$ cat src/rtl/arbitro_jogadas.sv
// -----------------------------------------------------------------------------
// arbitro_jogadas
// Move arbiter between the two player keypads and the game control unit.
// Tracks whose turn it is, accepts presses only from the current player's
// 9-key pad, validates each press against the target board occupancy map and
// emits a one-cycle move pulse with the encoded cell index. A per-turn timer
// forces an automatic move (lowest free cell) when it expires.
//
// Ports
//   clock            system clock, rising edge
//   reset            asynchronous, active-low
//   habilita         control unit is waiting for a move
//   troca_jogador    one-cycle pulse, toggles the current player
//   zera_vez         forces the current player to 0 (wins over troca_jogador)
//   botoes_j1/_j2    player keypads, bit i = cell i
//   ocupadas         target board occupancy, bit i = cell i taken
//   tem_jogada       one-cycle pulse, valid move on posicao
//   posicao          cell index 0..8, held until the next move
//   jogador          current player (0 = j1, 1 = j2)
//   jogada_invalida  one-cycle pulse, press rejected
//   timeout          one-cycle pulse, turn timer expired
//   db_estado        debug state code
// -----------------------------------------------------------------------------
module arbitro_jogadas #(
    parameter int TIMEOUT = 5000
) (
    input  logic       clock,
    input  logic       reset,
    input  logic       habilita,
    input  logic       troca_jogador,
    input  logic       zera_vez,
    input  logic [8:0] botoes_j1,
    input  logic [8:0] botoes_j2,
    input  logic [8:0] ocupadas,
    output logic       tem_jogada,
    output logic [3:0] posicao,
    output logic       jogador,
    output logic       jogada_invalida,
    output logic       timeout,
    output logic [2:0] db_estado
);

    typedef enum logic [2:0] {
        OCIOSO  = 3'd0,
        LIBERA  = 3'd1,
        ESPERA  = 3'd2,
        VALIDA  = 3'd3,
        ACEITA  = 3'd4,
        REJEITA = 3'd5,
        TEMPO   = 3'd6
    } estado_t;

    localparam logic [15:0] LIMITE = 16'(TIMEOUT - 1);

    estado_t     estado_q, estado_d;
    logic [15:0] timer_q, timer_d;
    logic [8:0]  tecla_q, tecla_d;
    logic [3:0]  posicao_q, posicao_d;
    logic        jogador_q, jogador_d;

    logic [8:0]  ativo;
    logic        expirado;
    logic        tecla_um_hot;
    logic        tabuleiro_cheio;
    logic [3:0]  idx_tecla;
    logic [3:0]  idx_livre;

    assign ativo           = jogador_q ? botoes_j2 : botoes_j1;
    // ">=" rather than "==": VALIDA/REJEITA keep counting without checking, so
    // the timer may step past the limit there; this still ends the turn.
    assign expirado        = (timer_q >= LIMITE);
    assign tecla_um_hot    = (tecla_q != 9'd0) && ((tecla_q & (tecla_q - 9'd1)) == 9'd0);
    assign tabuleiro_cheio = (ocupadas == 9'h1FF);

    // Index of the captured key; only meaningful when tecla_q is one-hot.
    always_comb begin
        idx_tecla = 4'd0;
        for (int i = 0; i < 9; i++) begin
            if (tecla_q[i]) begin
                idx_tecla = 4'(i);
            end
        end
    end

    // Lowest free cell: scan downwards so the last hit is the lowest index.
    always_comb begin
        idx_livre = 4'd0;
        for (int i = 8; i >= 0; i--) begin
            if (!ocupadas[i]) begin
                idx_livre = 4'(i);
            end
        end
    end

    // Turn register: zera_vez wins over troca_jogador, evaluated in every state.
    always_comb begin
        jogador_d = jogador_q;
        if (zera_vez) begin
            jogador_d = 1'b0;
        end else if (troca_jogador) begin
            jogador_d = ~jogador_q;
        end
    end

    // Next-state logic
    always_comb begin
        estado_d  = estado_q;
        tecla_d   = tecla_q;
        posicao_d = posicao_q;
        case (estado_q)
            OCIOSO: begin
                if (habilita) begin
                    estado_d = LIBERA;
                end
            end
            LIBERA: begin
                if (!habilita) begin
                    estado_d = OCIOSO;
                end else if (expirado) begin
                    estado_d = TEMPO;
                end else if (ativo == 9'd0) begin
                    estado_d = ESPERA;
                end
            end
            ESPERA: begin
                if (!habilita) begin
                    estado_d = OCIOSO;
                end else if (expirado) begin
                    estado_d = TEMPO;
                end else if (ativo != 9'd0) begin
                    tecla_d  = ativo;
                    estado_d = VALIDA;
                end
            end
            VALIDA: begin
                if (tecla_um_hot && ((tecla_q & ocupadas) == 9'd0)) begin
                    posicao_d = idx_tecla;
                    estado_d  = ACEITA;
                end else begin
                    estado_d = REJEITA;
                end
            end
            ACEITA:  estado_d = LIBERA;
            REJEITA: estado_d = LIBERA;
            TEMPO:   estado_d = LIBERA;
            default: estado_d = OCIOSO;
        endcase

        // The automatic move is loaded on the way into TEMPO so that posicao
        // is already valid while tem_jogada is high in TEMPO.
        if ((estado_d == TEMPO) && !tabuleiro_cheio) begin
            posicao_d = idx_livre;
        end
    end

    // Turn timer: rejections keep counting so a player cannot stall the turn.
    always_comb begin
        timer_d = timer_q;
        case (estado_q)
            LIBERA, ESPERA, VALIDA, REJEITA: begin
                if (timer_q != 16'hFFFF) begin
                    timer_d = timer_q + 16'd1;
                end
            end
            default: timer_d = 16'd0;
        endcase
    end

    always_ff @(posedge clock or negedge reset) begin
        if (!reset) begin
            estado_q  <= OCIOSO;
            timer_q   <= 16'd0;
            tecla_q   <= 9'd0;
            posicao_q <= 4'd0;
            jogador_q <= 1'b0;
        end else begin
            estado_q  <= estado_d;
            timer_q   <= timer_d;
            tecla_q   <= tecla_d;
            posicao_q <= posicao_d;
            jogador_q <= jogador_d;
        end
    end

    // Moore outputs
    assign tem_jogada      = (estado_q == ACEITA) || ((estado_q == TEMPO) && !tabuleiro_cheio);
    assign jogada_invalida = (estado_q == REJEITA);
    assign timeout         = (estado_q == TEMPO);
    assign db_estado       = estado_q;
    assign posicao         = posicao_q;
    assign jogador         = jogador_q;

endmodule
$ cat config.mk
export PLATFORM = sky130hd
export DESIGN_NAME = arbitro_jogadas
export DESIGN_NICKNAME = d
export VERILOG_FILES = /design/src/rtl/arbitro_jogadas.sv
export SDC_FILE = /design/constraint.sdc
export NUM_CORES = 1
export LEC_CHECK = 0
export CORE_MARGIN = 1.5
export CORE_UTILIZATION = 45
export CTS_BUF_LIST = sky130_fd_sc_hd__clkbuf_4 sky130_fd_sc_hd__clkbuf_8 sky130_fd_sc_hd__clkbuf_16
export DETAILED_ROUTE_END_ITERATION = 8
export DONT_BUFFER_PORTS = 1
export GPL_ROUTABILITY_DRIVEN = 0
export GPL_TIMING_DRIVEN = 1
export SLEW_MARGIN = 20
export SYNTH_ARGS = -nofsm -noshare
export SYNTH_HDL_FRONTEND = slang
export SYNTH_SLANG_ARGS = --single-unit
$ cat constraint.sdc
create_clock -name clock -period 3.1 [get_ports clock]
set_input_delay 0.93 -clock clock [delete_from_list [all_inputs] [get_ports clock]]
set_output_delay 0.93 -clock clock [all_outputs]
set_load 0.01 [all_outputs]
# Word-level counts from Yosys, hierarchy flattened

Index checks and enable logic that the tools add are counted.
Widths: inputs -> output; s select.

$add $sub $neg: 2
$lt $le $gt $ge: 1
Eq/ne operators: 10
Multiplexer cells: 34
Bitwise logic cells: 4
Reductions and logical operators: 19

Operator list:

| operator              | number |
|---|---|
| $mux 4                | 18 |
| $mux 16               | 2 |
| $logic_not 9->1       | 3 |
| $mux 3                | 7 |
| $and 9x9->9           | 2 |
| $reduce_bool 9->1     | 2 |
| $add 16x1->16 const B | 1 |
| $ge 16x13->1 const B  | 1 |
| $ne 16x16->1 const B  | 1 |
| $pmux 3 s5            | 1 |
| $eq 3x3->1 const B    | 4 |
| $eq 9x9->1 const B    | 1 |
| $mux 9                | 1 |
| $sub 9x1->9 const B   | 1 |
| $eq 3x2->1 const B    | 2 |
| $reduce_bool 2->1     | 3 |
| $logic_and 1x1->1     | 4 |
| $mux 1                | 4 |
| $reduce_and 4->1      | 1 |
| $reduce_or 4->1       | 1 |
| $eq 3x1->1 const B    | 1 |
| $logic_not 3->1       | 1 |
| $reduce_or 3->1       | 1 |
| $mux 2                | 1 |
| 5 further kinds       | 6 |

Flip-flop bits (word level): 33
Bits of input ports: 32
Output and inout bits: 11
Logic and storage cells: 75

# Logic depth before layout (Yosys ltp)

Depth after elaboration: 11
Gate-level depth with buffers: 9
Depth with buffers taken out: 7

# Worst setup path before layout

Ideal clock, no wire load.

Path kind: input port to flip-flop
Start: in botoes_j2[1]
End: reg tecla_q[7]
Setup time: 0.126 ns
Arrival time: 2.336 ns
Data required time: 2.974 ns
Setup slack: 0.638 ns
Stages on the path: 8
Path buffers: 2
Cell sequence: or4b_1 > o22ai_1 > o21ai_1 > and4_1 > clkbuf_1 > buf_2 > nor2_1 > a21oi_1

Longest elaborated chain between the ends: 3

RTL lines:

| item                              | line | RTL |
|---|---|---|
| from (decl)                       | 33   | `input logic [8:0] botoes_j2,` |
| $mux 9                            | 68   | `assign ativo = jogador_q ? botoes_j2 : botoes_j1;` |
| $reduce_bool 9->1                 | 130  | `end else if (ativo != 9'd0) begin` |
| $reduce_and 4->1 (no source line) | -    |  |
| to (signal assigned)              | 179  | `tecla_q <= tecla_d;` |
| to (decl)                         | 57   | `logic [8:0] tecla_q, tecla_d;` |

No other way between the ends.
A chain may end at the register's enable or synchronous reset.

# Final worst setup path

Start: in ocupadas[3]
End: out tem_jogada

Longest elaborated chain between the ends: 4

RTL lines:

| item              | line | RTL |
|---|---|---|
| from (decl)       | 34   | `input logic [8:0] ocupadas,` |
| $eq 9x9->1        | 73   | `assign tabuleiro_cheio = (ocupadas == 9'h1FF);` |
| $logic_not 1->1   | 186  | `assign tem_jogada = (estado_q == ACEITA) \|\| ((estado_q == TEMPO) && !tabuleiro_cheio);` |
| $logic_and 1x1->1 | 186  |  |
| $logic_or 1x1->1  | 186  |  |
| to (decl)         | 35   | `output logic tem_jogada,` |

No other way between the ends.

==> results.yml <==
timing:
  hold_viol: 0
  maxClockFrequency_mhz: 389
  worst_margin_slew_ns: 0.571
  period_share_pct: 82.9
  fin_hold_ws_ns: 0.338
  clock_skew_ns: 0.0135
  min_clock_period_post_route_ns: 2.57
  rsz0062_at_grt: "no"
  totalNegativeSetupSlack_ns: 0
  slew_violations: 0
  finalSetupViolCount: 0
  slew-limit-headroom_pct: 61.9
setup_path:
  worstSetupStartpoint: "ocupadas[3]"
  path_depth: 3
  critPathRequiredTime_ns: 2.17
  timing.rr.start: "timer_q[0]"
  path_cells: "nand4_1, nor3_1, a211oi_1"
  worstPathMaxFanout: 4
  worstSetupPathType: "primary input to output pin"
  cp.arrival_ns: 1.64
  worst-r2r-cell-count: 7
  critical_path.endpoint_type: "output pin"
  slowest_stage: "sky130_fd_sc_hd__nor3_1"
  worstSetupStartpointType: "primary input"
  worstSetupEndpoint: "tem_jogada"
  regToRegEndpoint: "posicao[1]"
  crit_family: "simple AND/OR/NAND/NOR gates"
  cp_num_buf_inv: 0
  reg2reg_slack_ns: 0.73
  critical-path-max-stage-delay_ns: 0.38
synth:
  cells_after_synth: 234
  ys_types: 52
  synth_sequential_area_ratio_pct: 39.4
  synth.yosys.warnings: 0
  synth_top_area_cell: "sky130_fd_sc_hd__dfrtp_1"
  postSynth.asyncResetShare_pct: 100
  net_count_after_synthesis: 267
  synthDominantCellAreaShare_pct: 39.4
  post_syn_area_um2: 2100
  synth_ff_type: "sky130_fd_sc_hd__dfrtp_1"
  synth.ff_latch_count: 33
  synth_edf_count: 0
  synth_area_per_cell_um2: 8.96
  largest_cells_by_area_after_synthesis: "sky130_fd_sc_hd__dfrtp_1 39%, sky130_fd_sc_hd__nor2_1 6.3%, sky130_fd_sc_hd__mux2i_1 4.8%, sky130_fd_sc_hd__a21oi_1 4.1%, sky130_fd_sc_hd__nand3_1 3.1%"
die:
  start_util_pct: 47.5
  ios: 43
  die_width_um: 71.2
  design.core.area_um2: 4410
  die-height_um: 71.2
  dieArea_um2: 5080
  placementRows: 24
power_and_ir_drop:
  p_comb_share_pct: 9.1
  clock_network_power_share_pct: 35.2
  intPower_mw: 0.627
  powerDensity_nw_per_um2: 373
  ir_drop_mv: 0.280
  power.net_switching_mw: 0.199
  swShare_pct: 24.1
  p_leak_nw: 0.902
  share_seq_of_total_power_pct: 55.8
global_route:
  number_of_global_route_vias_before_repair: 1600
  grt_start_max_net_pins: 34
  antenna_found_initial: 0
  grt.overflow.total: 0
  grt_first_pass_wirelength_mm: 7.33
  grt_usage_pct: 18.1
outcome:
  run_status: "finished clean"
route:
  dr_total_vias: 1694
  drt.antenna.violating_nets: 0
  detail_route.first_pass.iterations: 4
  detailedRoute.firstIterationViolations: 113
  detail_route.wl_per_cell_um: 15.0
  avgViaCountPerCell: 5.90
  route.detailed.drc: 0
  routed_wl_mm: 4.31
cells_and_area:
  syn_to_final_growth_pct: 5.61
  final_layout_size_suffix_gt1_share_pct: 8.94
  post-route-cell-area_um2: 2210
  antennaDiodeCount: 0
  fin_nets: 269
placement:
  dp_hpwl_mm: 3.19
  port_buffers: 0
  detailed_place.area_um2: 2140
cts:
  clock-root-buffer: "sky130_fd_sc_hd__clkbuf_8"
  cts_repair_resize_count: 0
  cts_tree: "built"
  htree_levels: 2
  worst_setup_hold_path_clk_slew_ns: 0.07
  cts_max_path_buffers: 2
  post_cts.repair.setup_buffers: 0
  tritoncts.num_buffers: 5
  worstSkewPairLatency_ns: 0.28
  hold_buffers: 0
  cts.sinks: 33
hold_path:
  worstHoldPathType: "primary input to asynchronous set/reset pin"
flow_run:
  max-cap-violations: 0
[sequential cells by signal, summed over array words and instances (netlist names)]
| signal | cells |
|---|---|
| db_estado | 3 |
| jogador | 1 |
| posicao | 4 |
| tecla_q | 9 |
| timer_q | 16 |
[worst min path at each step]
stage,from,end,slack (ns),cells after the start
after detailed placement,timer_q[1],timer_q[1],0.56,2
after global placement,timer_q[1],timer_q[1],0.55,2
after global routing,reset,timer_q[7],0.33,0
final,reset,timer_q[7],0.34,0
after CTS,reset,timer_q[10],0.34,0
after floorplan,timer_q[1],timer_q[1],0.52,2
[logic make-up after synthesis]
logic type                 synth area share [%]
muxes                                      4.78
adders and majority gates                 0.597
DFF                                        39.4
xor gates and xnor gates                   4.60
AOI/OAI and AO/OA                          19.1
buffers and inverters                      3.34
and+or+nand+nor                            28.2
[per-stage QoR]
stage                     std cells  utilization [%]  power, mW  setup slack [ns]
final                           287             50.1      0.825             0.531
after detailed placement        281             48.5      0.543             0.498
after global placement          281             48.5      0.543             0.506
after CTS                       287             50.1      0.833             0.498
after floorplan                 234                -      0.526             0.638
after global routing            287             50.1      0.861             0.387
[power groups by stage]
stage                     Combinational, mW  Sequential (mW)  Clock, mW
after floorplan                      0.0632            0.463          0
after global placement               0.0748            0.468          0
after detailed placement             0.0747            0.468          0
after CTS                            0.0753            0.460      0.297
after global routing                 0.0843            0.462      0.315
final                                0.0747            0.460      0.290
[layout make-up]
class / instances / area [um^2]
clock buffer: 5 / 68.8
multi-input combinational: 185 / 1200
fill: 433 / 2200
tap: 52 / 65.1
sequential: 33 / 826
inverter: 9 / 33.8
clock inverter: 1 / 5.00
timing repair buffer: 2 / 15.0
[Yosys cell counts (all sizes together) (2+ instances only)]
cell / n
dfrtp: 33
nand2: 12
and3: 4
a311oi: 2
clkbuf: 2
nand3: 13
xnor2: 5
nor4b: 2
inv: 9
xor2: 6
o22ai: 2
or3: 4
nand4: 4
a221o: 4
o21ai: 12
or4: 3
mux2i: 10
nor2b: 5
nand3b: 2
or4b: 2
nor4: 3
and2: 4
a211oi: 3
a22oi: 3
a21oi: 18
nor3: 8
a21boi: 2
buf: 5
and4: 4
nor2: 35
[per-layer routing]
| metal | wire, um | track usage (%) | vias to the layer above |
|---|---|---|---|
| li1 | - | - | 868 |
| met5 | 0 | 0 | - |
| met4 | 31 | 3.77 | 0 |
| met1 | 2310 | 28.4 | 772 |
| met2 | 1720 | 25.0 | 49 |
| met3 | 247 | 4.92 | 5 |
[layout by cell type, fill, tap and decap left out, types with 3 or more instances in the layout]
cell type                  instances
sky130_fd_sc_hd__nor2_1           35
sky130_fd_sc_hd__dfrtp_1          33
sky130_fd_sc_hd__a21oi_1          17
sky130_fd_sc_hd__nand3_1          13
sky130_fd_sc_hd__nand2_1          10
sky130_fd_sc_hd__mux2i_1          10
sky130_fd_sc_hd__inv_1             9
sky130_fd_sc_hd__o21ai_0           9
sky130_fd_sc_hd__nor3_1            8
sky130_fd_sc_hd__xor2_1            6
sky130_fd_sc_hd__nor2b_1           5
sky130_fd_sc_hd__xnor2_1           5
sky130_fd_sc_hd__clkbuf_8          5
sky130_fd_sc_hd__and2_1            4
sky130_fd_sc_hd__or3_1             4
sky130_fd_sc_hd__a221o_1           4
sky130_fd_sc_hd__nand4_1           4
sky130_fd_sc_hd__and3_1            4
sky130_fd_sc_hd__a211oi_1          3
sky130_fd_sc_hd__o21ai_1           3
sky130_fd_sc_hd__a22oi_1           3
[worst reg2reg max path, cell delays in order, from the launching register on]
cell and delay (ns):
sky130_fd_sc_hd__dfrtp_1 0.39, sky130_fd_sc_hd__ha_1 0.25, sky130_fd_sc_hd__a211oi_1 0.10, sky130_fd_sc_hd__a221oi_1 0.45
sky130_fd_sc_hd__nand3b_1 0.15, sky130_fd_sc_hd__a311oi_2 0.45, sky130_fd_sc_hd__nand2_2 0.10, sky130_fd_sc_hd__a221o_1 0.35
Note: power is estimated with default switching activity, not from simulation.
